**config.mk**
```make
export PLATFORM = sky130hd
export DESIGN_NAME = wb_cmd_master
export DESIGN_NICKNAME = d
export VERILOG_FILES = /design/src/rtl/wb_cmd_master.sv
export SDC_FILE = /design/constraint.sdc
export NUM_CORES = 1
export LEC_CHECK = 0
export CAP_MARGIN = 20
export CORE_ASPECT_RATIO = 2
export CORE_MARGIN = 8
export CORE_UTILIZATION = 37
export CTS_CLUSTER_SIZE = 16
export DETAILED_ROUTE_END_ITERATION = 10
export PLACE_DENSITY = 0.76
export SLEW_MARGIN = 0
export SYNTH_ARGS = -nofsm -noshare
export SYNTH_HDL_FRONTEND = slang
export SYNTH_SLANG_ARGS = --single-unit
```
**constraint.sdc**
```tcl
create_clock -name wb_clk_i -period 1.6 [get_ports wb_clk_i]
set_input_delay 0.32 -clock wb_clk_i [delete_from_list [all_inputs] [get_ports wb_clk_i]]
set_output_delay 0.32 -clock wb_clk_i [all_outputs]
set_load 0.005 [all_outputs]
```
**src/rtl/wb_cmd_master.sv**
```systemverilog
// Wishbone classic single-transfer master: one bus cycle per command, with a response stream back.
// Optional macro WBM_ERR_EN adds wbm_err_i as a bus-error termination (err beats ack).
module wb_cmd_master #(
  parameter int AW      = 32,
  parameter int DW      = 32,
  parameter int TIMEOUT = 255
) (
  input  logic            wb_clk_i,
  input  logic            wb_rst_ni,
  input  logic            req_valid,
  output logic            req_ready,
  input  logic            req_we,
  input  logic [AW-1:0]   req_adr,
  input  logic [DW-1:0]   req_dat,
  input  logic [DW/8-1:0] req_sel,
  output logic            rsp_valid,
  input  logic            rsp_ready,
  output logic [DW-1:0]   rsp_dat,
  output logic            rsp_err,
  output logic            wbm_cyc_o,
  output logic            wbm_stb_o,
  output logic            wbm_we_o,
  output logic [DW/8-1:0] wbm_sel_o,
  output logic [AW-1:0]   wbm_adr_o,
  output logic [DW-1:0]   wbm_dat_o,
  input  logic            wbm_ack_i,
`ifdef WBM_ERR_EN
  input  logic            wbm_err_i,
`endif
  input  logic [DW-1:0]   wbm_dat_i
);

  // A zero TIMEOUT still needs a legal one-bit counter; the compare is disabled then.
  localparam int CW = (TIMEOUT > 0) ? $clog2(TIMEOUT + 1) : 1;
  localparam logic [CW-1:0] CNT_ONE  = CW'(1);
  localparam logic [CW-1:0] CNT_ZERO = CW'(0);
  localparam logic [CW-1:0] CNT_LAST = CW'(TIMEOUT - 1);

  typedef enum logic [1:0] {
    IDLE = 2'd0,
    BUS  = 2'd1,
    RESP = 2'd2
  } state_t;

  state_t        state_r;
  logic [CW-1:0] tmo_cnt_r;
  logic          err_s;
  logic          tmo_s;

`ifdef WBM_ERR_EN
  assign err_s = wbm_err_i;
`else
  assign err_s = 1'b0;
`endif

  assign req_ready = (state_r == IDLE);

  // Abort fires on the BUS cycle whose increment would make the count reach TIMEOUT.
  always_comb begin
    tmo_s = 1'b0;
    if (TIMEOUT > 0) begin
      tmo_s = (tmo_cnt_r == CNT_LAST);
    end else begin
      tmo_s = 1'b0;
    end
  end

  // Command/bus/response sequencer with all outputs registered.
  always_ff @(posedge wb_clk_i or negedge wb_rst_ni) begin
    if (!wb_rst_ni) begin
      state_r   <= IDLE;
      tmo_cnt_r <= CNT_ZERO;
      wbm_cyc_o <= 1'b0;
      wbm_stb_o <= 1'b0;
      wbm_we_o  <= 1'b0;
      wbm_sel_o <= {(DW/8){1'b0}};
      wbm_adr_o <= {AW{1'b0}};
      wbm_dat_o <= {DW{1'b0}};
      rsp_valid <= 1'b0;
      rsp_dat   <= {DW{1'b0}};
      rsp_err   <= 1'b0;
    end else begin
      case (state_r)
        IDLE: begin
          if (req_valid) begin
            wbm_we_o  <= req_we;
            wbm_adr_o <= req_adr;
            wbm_dat_o <= req_dat;
            wbm_sel_o <= req_sel;
            wbm_cyc_o <= 1'b1;
            wbm_stb_o <= 1'b1;
            tmo_cnt_r <= CNT_ZERO;
            state_r   <= BUS;
          end else begin
            state_r   <= IDLE;
          end
        end
        BUS: begin
          if (err_s) begin
            wbm_cyc_o <= 1'b0;
            wbm_stb_o <= 1'b0;
            rsp_dat   <= {DW{1'b0}};
            rsp_err   <= 1'b1;
            rsp_valid <= 1'b1;
            state_r   <= RESP;
          end else if (wbm_ack_i) begin
            wbm_cyc_o <= 1'b0;
            wbm_stb_o <= 1'b0;
            rsp_dat   <= wbm_we_o ? {DW{1'b0}} : wbm_dat_i;
            rsp_err   <= 1'b0;
            rsp_valid <= 1'b1;
            state_r   <= RESP;
          end else if (tmo_s) begin
            wbm_cyc_o <= 1'b0;
            wbm_stb_o <= 1'b0;
            rsp_dat   <= {DW{1'b0}};
            rsp_err   <= 1'b1;
            rsp_valid <= 1'b1;
            state_r   <= RESP;
          end else begin
            tmo_cnt_r <= tmo_cnt_r + CNT_ONE;
          end
        end
        RESP: begin
          if (rsp_ready) begin
            rsp_valid <= 1'b0;
            state_r   <= IDLE;
          end else begin
            state_r   <= RESP;
          end
        end
        default: begin
          wbm_cyc_o <= 1'b0;
          wbm_stb_o <= 1'b0;
          rsp_valid <= 1'b0;
          state_r   <= IDLE;
        end
      endcase
    end
  end

endmodule

```
==> results.tsv, run 1 <==
stage	metric	value	unit
outcome	outcome	finished with violations	
outcome	violations	negative setup slack	
timing	fmax	0.618	GHz
synthesis	synth_edf_count	0	
drt	final_antenna_net_count	0	
power_and_ir_drop	leakage	4.22	nW
synthesis	synth_xor_area_frac	0	
drt	drc	0	
synthesis	synthAdderAreaFrac	0.00530	
clocking	cts_root_buf	clkbuf_16	
synthesis	async_reset_ff_frac	1.00	
timing	tightestPinTransition	0.379	ns
drt	drt-pass1-iter-count	4	
drt	wl	15.2	mm
timing	layout_setup_ws	-0.0183	ns
critical_path	crit_fanout	6	
drt	drtIter0Drc	123	
place	dpl_worst_slack	-0.321	ns
grt	grt_pass1_vias	4830	
grt	grt_overflow	0	
grt	antenna_found_initial	0	
cells_and_area	areaGrowthSynthToFinish	64.6	%
critical_path	critPathLaunchType	flop	
cells_and_area	final_net_count	844	
hold_path	hp-class	in -> async	
floorplan	io_pins	212	
synthesis	synth_top_family_by_area	simple AND/OR/NAND/NOR gates	
power_and_ir_drop	ir_worst_vdd	0.00116	V
floorplan	fp.dieArea	16800	µm²
floorplan	rows	58	
synthesis	ys_ff_latch	114	
drt	routedWlPerCell	16.9	µm
timing	rsz0062_at_grt	yes	
place	dp_hpwl	11.3	mm
clocking	cts.clk_slew.worst_paths	0.05	ns
timing	finalHoldViolCount	0	
place	dp.cells	859	
critical_path	cp-end-kind	flop	
synthesis	avgSynthCellArea	9.33	µm²
synthesis	synthFlopType	dfrtp_1	
timing	finalClockSkew	0.00985	ns
drt	vias	4356	
power_and_ir_drop	power_density	1760	nW/µm²
synthesis	synthMuxAreaShare	0.00212	
grt	grt_max_degree	51	
grt	grt_usage	0.187	
timing	relSlewSlack	0.744	
cells_and_area	drive_gt1_frac	0.111	
floorplan	core	12600	µm²
drt	viasPerCell	4.85	
clocking	clock_sinks	114	
place	place.gp.congestion	0.799	
clocking	cts_tree	yes	
floorplan	die_h	176	µm
synthesis	synth-compound-area-share	0.0663	
critical_path	cp.required	1.88	ns
timing	finalCriticalPeriod	1.62	ns
critical_path	worstSetupPathType	reg -> reg	
synthesis	seq_area_frac_synth	0.604	
timing	setup_violations	2	
cells_and_area	diodes	0	
synthesis	synth_area	4720	µm²
place	portBuffers	211	
grt	grt_pass1_wl	24.6	mm
clocking	clock_path_buffers	2	
cells_and_area	instances_no_fill	899	
floorplan	start_util	0.376	
job	cap_violations	0	
clocking	htreeDepth	4	
synthesis	yosys.area_share.simple	0.261	
clocking	numCtsBuffers	17	
critical_path	arrival	1.90	ns
synthesis	postSynthCellCount	506	
floorplan	die_w	95.9	µm
timing	fin_crit_sh	1.01	
clocking	insertion_delay	0.40	ns
synthesis	synth_cell_type_count	37	
synthesis	postSynthNetCount	614	
synthesis	yosys_warnings	0	
timing	slew_violations	0	
-- synth_stat cells, types with 2 or more instances --
cell type,instances,area [µm²]
a211o_2,2,20.0
a21o_1,2,15.0
a21oi_1,2,10.0
and2_1,2,12.5
buf_1,2,7.51
buf_2,15,75.1
buf_4,2,15.0
clkbuf_1,14,52.6
dfrtp_1,114,2850
ha_1,2,25.0
inv_1,35,131
nand2_1,214,803
nand3_1,5,25.0
nand4_1,2,12.5
nand4b_1,32,280
nor2_1,3,11.3
o21ai_0,35,175
o41ai_1,3,26.3
or2_2,2,12.5
-- metal layers --
metal  vias up  GRT usage  share of wire
met5         -          0              0
li1       2083          -              -
met4         0     0.0813          0.025
met1      2057      0.195           0.36
met2       190      0.321           0.54
met3        26     0.0684          0.083
-- per-stage QoR --
| stage | TNS, ns | hold WS, ns | utilization | cell area [µm²] | total power [mW] |
|---|---|---|---|---|---|
| 3_3_place_gp | -1.90 | 0.182 | 0.569 | 7150 | 10.7 |
| 5_1_grt | -0.643 | 0.310 | 0.619 | 7770 | 14.7 |
| 2_1_floorplan | -0.0978 | 0.0244 | - | 4740 | 7.07 |
| 6_report | -0.0349 | 0.315 | 0.619 | 7770 | 13.7 |
| 3_5_place_dp | -3.07 | 0.185 | 0.569 | 7150 | 10.9 |
| 4_1_cts | 0 | 0.306 | 0.609 | 7650 | 13.9 |
-- placed cells by master (no fill, tap or decap), types with 3 or more instances in the layout --
| cell type | synthesis | layout |
|---|---|---|
| clkinv_2 | 0 | 3 |
| buf_12 | 0 | 6 |
| clkinvlp_4 | 0 | 5 |
| nand4b_1 | 32 | 32 |
| dlymetal6s2s_1 | 0 | 28 |
| dfrtp_1 | 114 | 113 |
| inv_1 | 35 | 34 |
| nand2_1 | 214 | 213 |
| clkdlybuf4s50_1 | 0 | 105 |
| nand3_1 | 5 | 5 |
| buf_4 | 2 | 27 |
| dlygate4sd2_1 | 0 | 77 |
| o21ai_0 | 35 | 34 |
| clkbuf_16 | 0 | 17 |
-- what timing repair did --
item | 4_1_cts | 5_1_grt
buffers inserted | 2 | 5
hold buffers | 1 | 0
pin swaps | 0 | 3
endpoints found under the setup margin | 82 | 43
hold endpoints to repair | 10 | 0
gates resized for setup | 82 | 33
-- flip-flops by register name, indices dropped and copies added, names as in the netlist --
| register | count |
|---|---|
| wbm_sel_o | 4 |
| wbm_dat_o | 32 |
| rsp_err | 1 |
| wbm_we_o | 1 |
| wbm_adr_o | 32 |
| wbm_stb_o | 1 |
| tmo_cnt_r | 8 |
| rsp_dat | 32 |
| rsp_valid | 1 |
| state_r | 2 |
-- final cells by class --
class / count / area [µm²]
fill: 1054 / 4780
clock buffer: 20 / 447
sequential: 114 / 2850
inverter: 35 / 131
tap: 150 / 188
timing repair buffer: 245 / 2420
multi-input combinational: 323 / 1620
clock inverter: 12 / 109
-- final timing paths --
| path | from | endpoint | slack (ns) | cells after the start |
|---|---|---|---|---|
| min | wb_rst_ni | rsp_dat[3]$_DFFE_PN0P_ | 0.31 | 2 |
| min in group wb_clk_i | req_dat[2] | wbm_dat_o[2]$_DFFE_PN0N_ | 0.44 | 3 |
| max reg2reg | tmo_cnt_r[1]$_DFFE_PN0P_ | tmo_cnt_r[7]$_DFFE_PN0P_ | -0.02 | 5 |
| min reg2reg | wbm_dat_o[3]$_DFFE_PN0N_ | wbm_dat_o[3]$_DFFE_PN0N_ | 0.47 | 2 |
| max in group asynchronous | wb_rst_ni | wbm_dat_o[12]$_DFFE_PN0N_ | 0.71 | 3 |
| max | tmo_cnt_r[1]$_DFFE_PN0P_ | tmo_cnt_r[7]$_DFFE_PN0P_ | -0.02 | 5 |
-- critical path, stage by stage, from the launching register on --
cell,delay (ns)
dfrtp_1,0.41
ha_4,0.18
nand4_1,0.10
nor2_2,0.05
or3_4,0.42
a211o_2,0.34
-- power by group --
group          internal [mW]  switching [mW]  leakage [nW]
clock network           2.18            1.36         0.259
registers               4.14           0.642          1.44
logic                   2.75            2.63          2.52
total                   9.07            4.63          4.22
-- kinds of logic after synthesis --
family                   Yosys count
flip-flops                       114
buffers and inverters             69
multiplexers                       1
AND/OR/NAND/NOR                  269
adder cells (fa/ha/maj)            2
AO/OA/AOI/OAI                     51
Power figures use the tool's default switching activity.
==> inputs of run 2 (changes only) <==
- MAX_ROUTING_LAYER: unset -> met4
==> run 2 against run 1 <==
Effect of this change:
- the flow now finishes without violations
- count of clock-buffer cells in the layout did not move
- power fell by 0.10%
- via count fell by 0.69%
- combinational power barely moved
- core utilization fell by 0.18 points
- maximum frequency rose by 1.5%
- first-iteration DRC count fell by 3.3%
- worst hold slack got worse by 0.0016 ns
- clock power barely moved
- die area did not move
- register-to-register slack improved by 0.02 ns
==> results.tsv, run 2 (synthesis results as in run 1) <==
stage	metric	value	unit	change
outcome	outcome	finished, final reports clean		
clocking	cts_tree	yes		
power_and_ir_drop	ir_worst_vdd	0.00116	V	+0.36%
floorplan	start_util	0.376		unchanged
drt	wl	15.2	mm	about the same
timing	slew_violations	0		unchanged
clocking	htreeDepth	4		unchanged
timing	fin_crit_sh	0.997		-0.0146
clocking	cts_root_buf	clkbuf_16		
critical_path	crit_fanout	6		unchanged
drt	drtIter0Drc	119		-3.3%
power_and_ir_drop	leakage	4.20	nW	-0.38%
critical_path	cp-end-kind	flop		
floorplan	io_pins	212		unchanged
place	place.gp.congestion	0.810		+1.4%
critical_path	arrival	1.87	ns	-0.03 ns
clocking	cts.clk_slew.worst_paths	0.05	ns	about the same
grt	grt_pass1_vias	4843		+0.27%
drt	drc	0		unchanged
cells_and_area	final_net_count	842		-0.24%
grt	grt_max_degree	51		unchanged
critical_path	cp.required	1.88	ns	about the same
drt	viasPerCell	4.82		-0.47%
floorplan	fp.dieArea	16800	µm²	unchanged
timing	fmax	0.627	GHz	+1.5%
cells_and_area	final_common_cell	nand2_1		
place	dpl_worst_slack	-0.321	ns	unchanged
cells_and_area	areaGrowthSynthToFinish	64.2	%	
cells_and_area	largest_registers	rsp_dat: 32 flops, wbm_adr_o: 32 flops, wbm_dat_o: 32 flops		
grt	antenna_found_initial	0		unchanged
timing	finalHoldViolCount	0		unchanged
critical_path	worstSetupPathType	reg -> reg		
timing	rsz0062_at_grt	yes		
floorplan	core	12600	µm²	unchanged
drt	vias	4326		-0.69%
place	dp_hpwl	11.3	mm	unchanged
grt	grt_pass1_wl	24.5	mm	about the same
timing	relSlewSlack	0.735		-0.00903
floorplan	rows	58		unchanged
grt	grt_overflow	0		unchanged
drt	routedWlPerCell	16.9	µm	+0.28%
critical_path	critPathLaunchType	flop		
timing	layout_setup_ws	0.00509	ns	+0.0234 ns
timing	finalClockSkew	0.0108	ns	+0.000956 ns
place	portBuffers	211		unchanged
cells_and_area	final_util	0.617		-0.00179
critical_path	cp_top_family	simple AND/OR/NAND/NOR gates		
clocking	numCtsBuffers	17		unchanged
critical_path	crit_chain	ha_4, nand4_1, nor2_2, or3_4, a221o_1		
cells_and_area	drive_gt1_frac	0.107		-0.00372
cells_and_area	diodes	0		unchanged
clocking	clock_path_buffers	2		unchanged
clocking	clock_sinks	114		unchanged
critical_path	cpPeakStageDelay	0.42	ns	about the same
critical_path	path_buf_inv	0		unchanged
timing	fin_tns_setup	0	ns	+0.0349 ns
timing	finalCriticalPeriod	1.59	ns	-0.0234 ns
power_and_ir_drop	power_density	1770	nW/µm²	+0.19%
clocking	insertion_delay	0.40	ns	about the same
timing	tightestPinTransition	0.392	ns	+0.0134 ns
grt	grt_usage	0.192		+0.00534
drt	drt-pass1-iter-count	4		unchanged
floorplan	die_h	176	µm	unchanged
cells_and_area	final_cell_mix	nand2_1, dfrtp_1, clkdlybuf4s50_1		
timing	setup_violations	0		-2
drt	final_antenna_net_count	0		unchanged
hold_path	hp-class	in -> async		
job	cap_violations	0		unchanged
critical_path	cp_slowest_cell	or3_4		
floorplan	die_w	95.9	µm	unchanged
run 2: cell types whose count changed in the layout (fill, tap and decap cells not counted):
cell and change:
buf_4 -2, o41ai_2 -1, o41ai_1 +1
run 2: worst paths after layout:
path	depth (start not counted)	slack, ns	from	end
worst min-delay path	2	0.31	wb_rst_ni	rsp_dat[3]$_DFFE_PN0P_
worst max-delay path	5	0.005	tmo_cnt_r[1]$_DFFE_PN0P_	tmo_cnt_r[2]$_DFFE_PN0P_
worst max register to register	5	0.005	tmo_cnt_r[1]$_DFFE_PN0P_	tmo_cnt_r[2]$_DFFE_PN0P_
worst min register to register	2	0.47	wbm_dat_o[3]$_DFFE_PN0N_	wbm_dat_o[3]$_DFFE_PN0N_
max in group asynchronous	3	0.71	wb_rst_ni	wbm_dat_o[12]$_DFFE_PN0N_
min in group wb_clk_i	3	0.44	req_dat[2]	wbm_dat_o[2]$_DFFE_PN0N_
run 2: final cells by class:
cell class / count / area (µm²)
clock buffers: 20 / 447
clock inverters: 12 / 109
fillers: 1056 / 4800
inverters: 35 / 131
multi-input cells: 323 / 1620
flip-flops and latches: 114 / 2850
well taps: 150 / 188
repair buffers: 243 / 2400
run 2: power breakdown:
part           leakage, nW  switching [mW]  internal, mW
Combinational         2.51            2.63          2.74
Clock                0.259            1.36          2.18
Sequential            1.44           0.641          4.14
run 2: metrics by stage:
stage                     power (mW)  instance area, µm²  hold slack [ns]  instances
after floorplan                 7.07                4740           0.0244        506
after global placement          10.7                7150            0.182        859
after detailed placement        10.9                7150            0.185        859
after CTS                       13.9                7650            0.306        894
after global routing            14.7                7750            0.309        897
final                           13.7                7750            0.313        897
run 2: what timing repair did:
item	CTS	global route
endpoints found under the setup margin	82	43
hold buffers	1	0
pin swaps	0	1
gates resized for setup	82	32
buffers inserted	2	3
hold endpoints to repair	10	0
run 2: routing by layer:
layer  wire (µm)  vias to the layer above  global-route usage
met5           0                        -                   -
met3        1110                       24              0.0573
met2        8120                      182               0.322
met4         381                        0              0.0813
met1        5580                     2043               0.202
li1            -                     2077                   -
